$ cat src/rtl/freq_key_if.sv
// Key inputs and frequency outputs of the key-to-FREQ_CTRL controller.
// The controller uses the slave modport; the driver of the buttons uses master.
interface freq_key_if;
    logic        key_step;
    logic        key_up;
    logic        key_down;
    logic [31:0] FREQ_CTRL;
    logic [2:0]  step_idx;
    logic        freq_upd;

    modport slave (
        input  key_step, key_up, key_down,
        output FREQ_CTRL, step_idx, freq_upd
    );

    modport master (
        output key_step, key_up, key_down,
        input  FREQ_CTRL, step_idx, freq_upd
    );
endinterface

$ cat src/rtl/freq_key_ctrl.sv
// Three active-low buttons -> saturating decimal FREQ_CTRL value with selectable step digit.
// Optional macro FREQ_KEY_AUTO_REPEAT_EN adds hold-to-repeat on the up and down keys.
module freq_key_ctrl #(
    parameter int unsigned DEBOUNCE_CYCLES = 1000000,
    parameter logic [31:0] FREQ_MIN        = 32'd0,
    parameter logic [31:0] FREQ_MAX        = 32'd999999,
    parameter logic [31:0] FREQ_INIT       = 32'd1000,
    parameter int unsigned REPEAT_DELAY    = 25000000,
    parameter int unsigned REPEAT_PERIOD   = 5000000
) (
    input  logic       sys_clk,
    input  logic       sys_rst,
    freq_key_if.slave  bus
);

    localparam int unsigned     DB_W    = (DEBOUNCE_CYCLES > 2) ? $clog2(DEBOUNCE_CYCLES) : 1;
    localparam logic [DB_W-1:0] DB_LAST = DB_W'(DEBOUNCE_CYCLES - 1);
    localparam logic [DB_W-1:0] DB_ONE  = DB_W'(1);

    generate
        if (DEBOUNCE_CYCLES < 2 || REPEAT_DELAY == 0 || REPEAT_PERIOD == 0 ||
            FREQ_MIN > FREQ_MAX || FREQ_INIT < FREQ_MIN || FREQ_INIT > FREQ_MAX) begin : g_bad_param
            $error("freq_key_ctrl: inconsistent parameters");
        end
    endgenerate

    // Key order in all per-key vectors: 0 = step, 1 = up, 2 = down.
    logic [2:0] key_raw;
    logic [2:0] key_level;
    logic [2:0] key_press;

    assign key_raw = {bus.key_down, bus.key_up, bus.key_step};

    generate
        for (genvar gi = 0; gi < 3; gi++) begin : g_key
            logic [1:0]      sync_reg;
            logic            deb_reg;
            logic            prev_reg;
            logic [DB_W-1:0] cnt_reg;

            always_ff @(posedge sys_clk or posedge sys_rst) begin
                if (sys_rst) begin
                    sync_reg <= 2'b11;
                    deb_reg  <= 1'b1;
                    prev_reg <= 1'b1;
                    cnt_reg  <= '0;
                end else begin
                    sync_reg <= {sync_reg[0], key_raw[gi]};
                    prev_reg <= deb_reg;
                    if (sync_reg[1] == deb_reg) begin
                        cnt_reg <= '0;
                    end else if (cnt_reg == DB_LAST) begin
                        deb_reg <= sync_reg[1];
                        cnt_reg <= '0;
                    end else begin
                        cnt_reg <= cnt_reg + DB_ONE;
                    end
                end
            end

            assign key_level[gi] = deb_reg;
            assign key_press[gi] = prev_reg & ~deb_reg;
        end
    endgenerate

    // rep_tick[0] repeats the up key, rep_tick[1] the down key.
    logic [1:0] rep_tick;

`ifdef FREQ_KEY_AUTO_REPEAT_EN
    localparam logic [1:0]  ST_IDLE     = 2'd0;
    localparam logic [1:0]  ST_HOLD     = 2'd1;
    localparam logic [1:0]  ST_REPEAT   = 2'd2;
    localparam logic [31:0] DELAY_LAST  = 32'(REPEAT_DELAY - 1);
    localparam logic [31:0] PERIOD_LAST = 32'(REPEAT_PERIOD - 1);

    generate
        for (genvar gi = 0; gi < 2; gi++) begin : g_rep
            logic [1:0]  state_reg;
            logic [31:0] cnt_reg;

            always_ff @(posedge sys_clk or posedge sys_rst) begin
                if (sys_rst) begin
                    state_reg <= ST_IDLE;
                    cnt_reg   <= 32'd0;
                end else begin
                    case (state_reg)
                        ST_IDLE: begin
                            if (key_press[gi+1]) begin
                                state_reg <= ST_HOLD;
                                cnt_reg   <= 32'd0;
                            end
                        end
                        ST_HOLD: begin
                            if (key_level[gi+1]) begin
                                state_reg <= ST_IDLE;
                            end else if (cnt_reg == DELAY_LAST) begin
                                state_reg <= ST_REPEAT;
                                cnt_reg   <= 32'd0;
                            end else begin
                                cnt_reg <= cnt_reg + 32'd1;
                            end
                        end
                        ST_REPEAT: begin
                            if (key_level[gi+1]) begin
                                state_reg <= ST_IDLE;
                            end else if (cnt_reg == PERIOD_LAST) begin
                                cnt_reg <= 32'd0;
                            end else begin
                                cnt_reg <= cnt_reg + 32'd1;
                            end
                        end
                        default: state_reg <= ST_IDLE;
                    endcase
                end
            end

            assign rep_tick[gi] = ~key_level[gi+1] &
                                  (((state_reg == ST_HOLD)   && (cnt_reg == DELAY_LAST)) ||
                                   ((state_reg == ST_REPEAT) && (cnt_reg == PERIOD_LAST)));
        end
    endgenerate
`else
    assign rep_tick = 2'b00;
`endif

    function automatic logic [31:0] step_of(input logic [2:0] idx);
        case (idx)
            3'd0:    step_of = 32'd1;
            3'd1:    step_of = 32'd10;
            3'd2:    step_of = 32'd100;
            3'd3:    step_of = 32'd1000;
            3'd4:    step_of = 32'd10000;
            3'd5:    step_of = 32'd100000;
            default: step_of = 32'd1;
        endcase
    endfunction

    logic [31:0] freq_reg, freq_next;
    logic [2:0]  step_idx_reg, step_idx_next;
    logic        freq_upd_reg;
    logic        up_act, dn_act;
    logic [31:0] step_val;
    logic [32:0] up_sum, dn_floor;

    assign up_act = key_press[1] | rep_tick[0];
    assign dn_act = key_press[2] | rep_tick[1];

    // 33-bit compares keep saturation exact at both ends without wrap.
    always_comb begin
        step_val      = step_of(step_idx_reg);
        up_sum        = {1'b0, freq_reg} + {1'b0, step_val};
        dn_floor      = {1'b0, FREQ_MIN} + {1'b0, step_val};
        freq_next     = freq_reg;
        step_idx_next = step_idx_reg;
        if (up_act && !dn_act) begin
            freq_next = (up_sum > {1'b0, FREQ_MAX}) ? FREQ_MAX : up_sum[31:0];
        end else if (dn_act && !up_act) begin
            freq_next = ({1'b0, freq_reg} < dn_floor) ? FREQ_MIN : (freq_reg - step_val);
        end
        if (key_press[0]) begin
            step_idx_next = (step_idx_reg == 3'd5) ? 3'd0 : (step_idx_reg + 3'd1);
        end
    end

    always_ff @(posedge sys_clk or posedge sys_rst) begin
        if (sys_rst) begin
            freq_reg     <= FREQ_INIT;
            step_idx_reg <= 3'd0;
            freq_upd_reg <= 1'b0;
        end else begin
            freq_reg     <= freq_next;
            step_idx_reg <= step_idx_next;
            freq_upd_reg <= (freq_next != freq_reg);
        end
    end

    assign bus.FREQ_CTRL = freq_reg;
    assign bus.step_idx  = step_idx_reg;
    assign bus.freq_upd  = freq_upd_reg;

endmodule
$ cat src/flat_wrapper.sv
// flat-port wrapper written by rule: the top's interface ports become plain ports
module freq_key_ctrl_flat 
#(
    parameter int unsigned DEBOUNCE_CYCLES = 1000000,
    parameter logic [31:0] FREQ_MIN        = 32'd0,
    parameter logic [31:0] FREQ_MAX        = 32'd999999,
    parameter logic [31:0] FREQ_INIT       = 32'd1000,
    parameter int unsigned REPEAT_DELAY    = 25000000,
    parameter int unsigned REPEAT_PERIOD   = 5000000
)
  (sys_clk, sys_rst, bus_key_step, bus_key_up, bus_key_down, bus_FREQ_CTRL, bus_step_idx, bus_freq_upd);
  freq_key_if bus_i ();
  input  logic sys_clk;
  input  logic sys_rst;
  input wire logic [$bits(bus_i.key_step)-1:0] bus_key_step;
  input wire logic [$bits(bus_i.key_up)-1:0] bus_key_up;
  input wire logic [$bits(bus_i.key_down)-1:0] bus_key_down;
  output wire logic [$bits(bus_i.FREQ_CTRL)-1:0] bus_FREQ_CTRL;
  output wire logic [$bits(bus_i.step_idx)-1:0] bus_step_idx;
  output wire logic [$bits(bus_i.freq_upd)-1:0] bus_freq_upd;
  assign bus_i.key_step = bus_key_step;
  assign bus_i.key_up = bus_key_up;
  assign bus_i.key_down = bus_key_down;
  assign bus_FREQ_CTRL = bus_i.FREQ_CTRL;
  assign bus_step_idx = bus_i.step_idx;
  assign bus_freq_upd = bus_i.freq_upd;
  freq_key_ctrl #(.DEBOUNCE_CYCLES(DEBOUNCE_CYCLES), .FREQ_MIN(FREQ_MIN), .FREQ_MAX(FREQ_MAX), .FREQ_INIT(FREQ_INIT), .REPEAT_DELAY(REPEAT_DELAY), .REPEAT_PERIOD(REPEAT_PERIOD)) u_core (.sys_clk(sys_clk), .sys_rst(sys_rst), .bus(bus_i));
endmodule
$ cat config.mk
export PLATFORM = sky130hd
export DESIGN_NAME = freq_key_ctrl_flat
export DESIGN_NICKNAME = d
export VERILOG_FILES = /design/src/rtl/freq_key_if.sv /design/src/rtl/freq_key_ctrl.sv /design/src/flat_wrapper.sv
export SDC_FILE = /design/constraint.sdc
export NUM_CORES = 1
export LEC_CHECK = 0
export ABC_AREA = 1
export CORE_MARGIN = 2
export CORE_UTILIZATION = 45
export CTS_CLUSTER_SIZE = 8
export DETAILED_ROUTE_END_ITERATION = 6
export MAX_ROUTING_LAYER = met4
export PLACE_DENSITY = 0.73
export SYNTH_ARGS = -nofsm -noshare
export SYNTH_HDL_FRONTEND = slang
export SYNTH_SLANG_ARGS = --single-unit
$ cat constraint.sdc
create_clock -name sys_clk -period 4.8 [get_ports sys_clk]
set_input_delay 0.96 -clock sys_clk [delete_from_list [all_inputs] [get_ports sys_clk]]
set_output_delay 0.96 -clock sys_clk [all_outputs]
set_load 0.02 [all_outputs]
**Yosys cells after proc, flatten, opt, wreduce, memory -nomap -nowiden**

Cells that the tools add are included.

- Flip-flop bits (word level): 108
- Latch bits: 0
- RAM bits: 0
- Memory bits (read-only): 0
- Bits of input ports: 5
- Memories kept: 0

- Add/sub/neg operators: 6
- Multipliers: 0
- Divide/modulo/power cells: 0
- Order comparisons: 2
- Equality and inequality tests: 12
- Shift operators: 0
- Muxes and demuxes: 12
- Bitwise logic cells: 9
- Reductions and logical operators: 7

Operator list:

| cell | number |
|---|---|
| $mux W32 | 4 |
| $mux W20 | 6 |
| $pmux W17 S5 | 1 |
| $add A20 B1 Y20 const B | 3 |
| $eq A20 B20 Y1 const B | 3 |
| $add A32 B17 Y33 | 1 |
| $gt A33 B20 Y1 const B | 1 |
| $lt A32 B17 Y1 | 1 |
| $ne A32 B32 Y1 | 1 |
| $sub A32 B17 Y32 | 1 |
| $eq A3 B2 Y1 const B | 2 |
| $eq A3 B3 Y1 const B | 2 |
| $not A1 Y1 | 6 |
| $reduce_and A2 Y1 | 3 |
| $add A3 B1 Y3 const B | 1 |
| $and A1 B1 Y1 | 3 |
| $eq A1 B1 Y1 | 3 |
| $eq A3 B1 Y1 const B | 1 |
| $mux W3 | 1 |
| $logic_and A1 B1 Y1 | 2 |
| $logic_not A1 Y1 | 2 |

**Longest topological paths before layout**

- Depth after elaboration: 7
- Mapped depth: 35
- Depth with buffers taken out: 33

**Least setup slack after synthesis**

No wires, ideal clock.

- Path kind: register to register
- From: reg u_core.step_idx_reg[0] (netlist: u_core.bus.step_idx[0])
- To: reg u_core.freq_upd_reg (netlist: u_core.bus.freq_upd)
- Setup time: 0.125 ns
- Data arrival time: 3.627 ns
- Data required time: 4.675 ns
- Slack: 1.048 ns
- Cell stages (with the launch flop): 33
- Path buffers: 1
- Period minus slack after synthesis: 3.752 ns
- Path through: dfrtp_1 -> nand2_1 -> inv_1 -> ha_1 -> nor2_1 -> inv_1 -> nor3_1 -> ha_1 -> inv_1 -> fa_1 -> nor2_1 -> nand2_1 -> nand3_1 -> nand2_1 -> nand2_2 -> nand2_1 -> nand2_1 -> nand2_1 -> nand2_1 -> nand2_1 -> nor2_1 -> nand3_1 -> nand3_1 -> nand3_2 -> buf_6 -> nand3_2 -> nand2_1 -> nand2_1 -> nand2_1 -> nor2_1 -> nand3_1 -> nor2_1 -> nand3_1

- Longest elaborated chain between the ends: 7
- Elaborated cells between the ends (all ways): 15
- Those cells by class: add/sub (2); order compare (2); eq/ne (6); mux (5)

RTL lines:

| item | RTL line | text |
|---|---|---|
| from (decl) | freq_key_ctrl.sv:139 | `logic [2:0] step_idx_reg, step_idx_next;` |
| from (signal assigned) | freq_key_ctrl.sv:172 | `step_idx_reg <= step_idx_next;` |
| $eq A3 B3 Y1, or another cell as far along | freq_key_ctrl.sv:127 | `case (idx)` |
| $pmux W17 S5 * | freq_key_ctrl.sv:127 |  |
| $add A32 B17 Y33, or another cell as far along | freq_key_ctrl.sv:151 | `up_sum = {1'b0, freq_reg} + {1'b0, step_val};` |
| $gt A33 B20 Y1 / $mux W32 (equally long branches) | freq_key_ctrl.sv:156, freq_key_ctrl.sv:158 |  |
| $mux W32 (on tied branches) | freq_key_ctrl.sv:156, freq_key_ctrl.sv:157 |  |
| $mux W32 * | freq_key_ctrl.sv:155 | `if (up_act && !dn_act) begin` |
| $ne A32 B32 Y1 * | freq_key_ctrl.sv:173 | `freq_upd_reg <= (freq_next != freq_reg);` |
| to (signal assigned) | freq_key_ctrl.sv:173 |  |
| to (decl) | freq_key_ctrl.sv:140 | `logic freq_upd_reg;` |

Every way passes the cells marked *; elsewhere a longest branch is shown, timed or not.
A chain may end at the register's enable or synchronous reset.

**Final worst setup path**

Same ends and word-level chain as after synthesis.

==> results_dict.tcl <==
set metrics [dict create \
    status "complete, no violations" \
    die_w_um 143.8 \
    internal_power_mw 1.292 \
    power_frac_comb_pct 2.7 \
    drc 0 \
    io_buffers 40 \
    dpl.hpwl_mm 18.21 \
    insertion_delay_ns 0.36 \
    crit_buf_inv 4 \
    ir_drop_v 0.0002053 \
    min_period_over_period_pct 93.43 \
    async_flop_share_pct 100.0 \
    synth_top_family_by_area "simple AND/OR/NAND/NOR gates" \
    routabilityCongestion 0.9942 \
    ys_ff_latch 108 \
    slew_headroom_pct 30.90 \
    htreeDepth 3 \
    syn_area_per_cell_um2 6.732 \
    critical_path.endpoint_type "register" \
    reg2reg_from "u_core.bus.step_idx[0]" \
    crit_type "reg2reg" \
    drt-met1-wl_mm 10.49 \
    largest_reg_flops 60 \
    place_inst 1597 \
    worst_ep_arrival_time_ns 4.72 \
    cts_setup_buffers 0 \
    synthCells 1306 \
    start_util_pct 45.47 \
    numClockSinks 108 \
    fin_util_pct 50.54 \
    final_common_cell "nand2_1" \
    slowest_stage "dfrtp_1" \
    cts_buffers 9 \
    tightest_slew_ns 1.036 \
    power_switching_mw 0.4067 \
    synth_seq_area_share_pct 30.99 \
    grt_pass1_vias 7877 \
    period_minus_slack_ns 4.484 \
    fillers 1915 \
    grtUsageTotal_pct 24.28 \
    cts_root_buf "clkbuf_16" \
    setup_violations 0 \
    finalSetupTns_ns 0 \
    regToRegEndpoint "u_core.bus.freq_upd" \
    yosys_warnings 0 \
    ant_nets 0 \
    powerDensity_nw_per_um2 173.8 \
    finalMaxSlewViolations 0 \
    num_rows 51 \
    die_area_um2 20670 \
    grt_pass1_wl_mm 38.53 \
    clk_pin_slew_worst_paths_ns 0.08 \
    dieHeight_um 143.8 \
    synthMuxAreaShare_pct 1.224 \
    cp_top_family "simple AND/OR/NAND/NOR gates" \
    netlist_area_um2 8792 \
    synth-edff-count 0 \
    avgViaCountPerCell 5.277 \
    cpMostUsedCell "nand2_1" \
    maxCapViolations 0 \
    hold_path_startpoint "u_core.g_key[0].sync_reg[0]" \
    synth_fa_ha_area_share_pct 5.009 \
    synth_cell_types 52 \
    wl_met2_mm 10.99 \
    swShare_pct 23.95 \
    highest_layer "met4" \
    clock_skew_ns 0.01216 \
    cts_max_path_buffers 2 \
    core_um2 19330 \
    synth_fp_nets 1345 \
    routed_wl_mm 23.60 \
    synth-compound-area-share_pct 9.193 \
    grt_overflow 0 \
    final_nets 1382 \
    final_cell_mix "319 x nand2_1, 195 x inv_1, 158 x nor2_1, 96 x nand3_1, 90 x dfrtp_1" \
    critPathMaxStageDelay_ns 0.45 \
    power.leakage_nw 4.996 \
    fmax_mhz 223.0 \
    worst_setup_path_start_kind "register" \
    ys.flop_type "dfrtp_1" \
    syn_to_final_growth_pct 11.14 \
    hold_end "u_core.g_key[0].sync_reg[1]" \
    grt_max_degree 82 \
    met3_length_mm 1.407 \
    power_frac_seq_pct 54.5 \
    worstPathRequired_ns 5.04 \
    min_path_cells 0 \
    rrSetupSlack_ns 0.32 \
    num_vias 8511 \
    drtIter0Drc 614 \
    antenna_cells 0 \
    io-pin-count 41 \
    r2r_cells 32 \
    p_clk_share_pct 42.7 \
    tritoncts "done" \
    antenna_found_initial 0 \
    yosys.area_share.simple_pct 37.61 \
    final_cells 1613 \
    routedWlPerCell_um 14.63 \
    min_path_type "reg2reg" \
    synthXorXnorAreaFrac_pct 4.682 \
    critPathMaxFanout 21 \
    drive_above_1_share_pct 9.199 \
    finalHoldViolations 0 \
    dr.pass1.iters 5 \
]
==> how the worst max path moves through the flow <==
stage	end	cells after the start	start	slack, ns
after floorplan	u_core.bus.FREQ_CTRL[0]	1	sys_rst	1.02
after global placement	u_core.bus.freq_upd	32	u_core.bus.step_idx[0]	0.19
after detailed placement	u_core.bus.freq_upd	32	u_core.bus.step_idx[0]	0.14
after CTS	u_core.bus.freq_upd	32	u_core.bus.step_idx[0]	0.10
after global routing	u_core.bus.freq_upd	32	u_core.bus.step_idx[0]	-0.008
final	u_core.bus.freq_upd	32	u_core.bus.step_idx[0]	0.32
==> metal layers <==
metal  global-route usage, %  vias up
met5                       -        -
met4                   8.462        0
met3                   2.866       56
met2                   38.90      268
met1                   31.95     3924
li1                        -     4263
==> cell families (layout without fill, tap and decap cells) <==
| logic type | Yosys count | count (layout) |
|---|---|---|
| XOR/XNOR | 47 | 47 |
| flip-flops | 108 | 108 |
| buffers and inverters | 242 | 284 |
| multiplexers | 10 | 10 |
| AO/OA/AOI/OAI | 140 | 140 |
| AND/OR/NAND/NOR | 725 | 725 |
| adder cells (fa/ha/maj) | 34 | 34 |
==> per-stage QoR <==
step                setup WS, ns  power [mW]  area, µm²  hold slack (ns)
finish                    0.3156       1.698       9772           0.3563
global route           -0.008339       1.762       9772           0.3633
CTS                       0.1027       1.710       9751           0.3570
detailed placement        0.1355      0.9917       9472           0.3468
global placement          0.1902      0.9903       9472           0.3455
floorplan                  1.024      0.9752       8792           0.3452
==> cell usage after synthesis, drive strengths merged (2+ instances only) <==
master,n,area share (%)
nand2,333,15
inv,212,9.1
nor2,167,7.4
nand3,109,6.9
dfrtp,90,26
a21oi,58,3.6
o21ai,53,3.1
nor3,44,3.0
xor2,40,4.0
nand4,34,2.4
ha,32,4.6
buf,21,1.8
dfstp,18,5.4
nor3b,13,1.1
nand3b,11,0.98
o21a,8,0.68
clkbuf,7,0.30
xnor2,7,0.70
mux2,6,0.77
nor4,6,0.43
o21bai,5,0.43
o221ai,5,0.50
a31oi,4,0.28
mux2i,4,0.46
and3,3,0.21
clkinv,2,0.085
fa,2,0.46
or2,2,0.14
or4,2,0.17
==> final cells by class <==
cell class	instances	area, µm²	area share [%]
multi-input combinational	956	5100	52.19
sequential	108	2725	27.89
inverter	214	805.8	8.246
timing repair buffer	54	530.5	5.429
tap	265	331.6	3.393
clock buffer	10	229.0	2.343
clock inverter	6	50.05	0.5122
==> power by group through the flow <==
stage               logic, mW  registers, mW  clock network (mW)
detailed placement     0.0482          0.943                   0
global placement       0.0472          0.943                   0
floorplan              0.0330          0.942                   0
global route           0.0553          0.927               0.779
CTS                    0.0485          0.926               0.736
finish                 0.0464          0.926               0.726
==> timing repair <==
| action | CTS | global route |
|---|---|---|
| resized for setup | 0 | 6 |
| hold buffers | 0 | 0 |
| hold endpoints to repair | 0 | 0 |
| setup endpoints to repair | 0 | 1 |
Note: power is estimated with default switching activity, not from simulation.
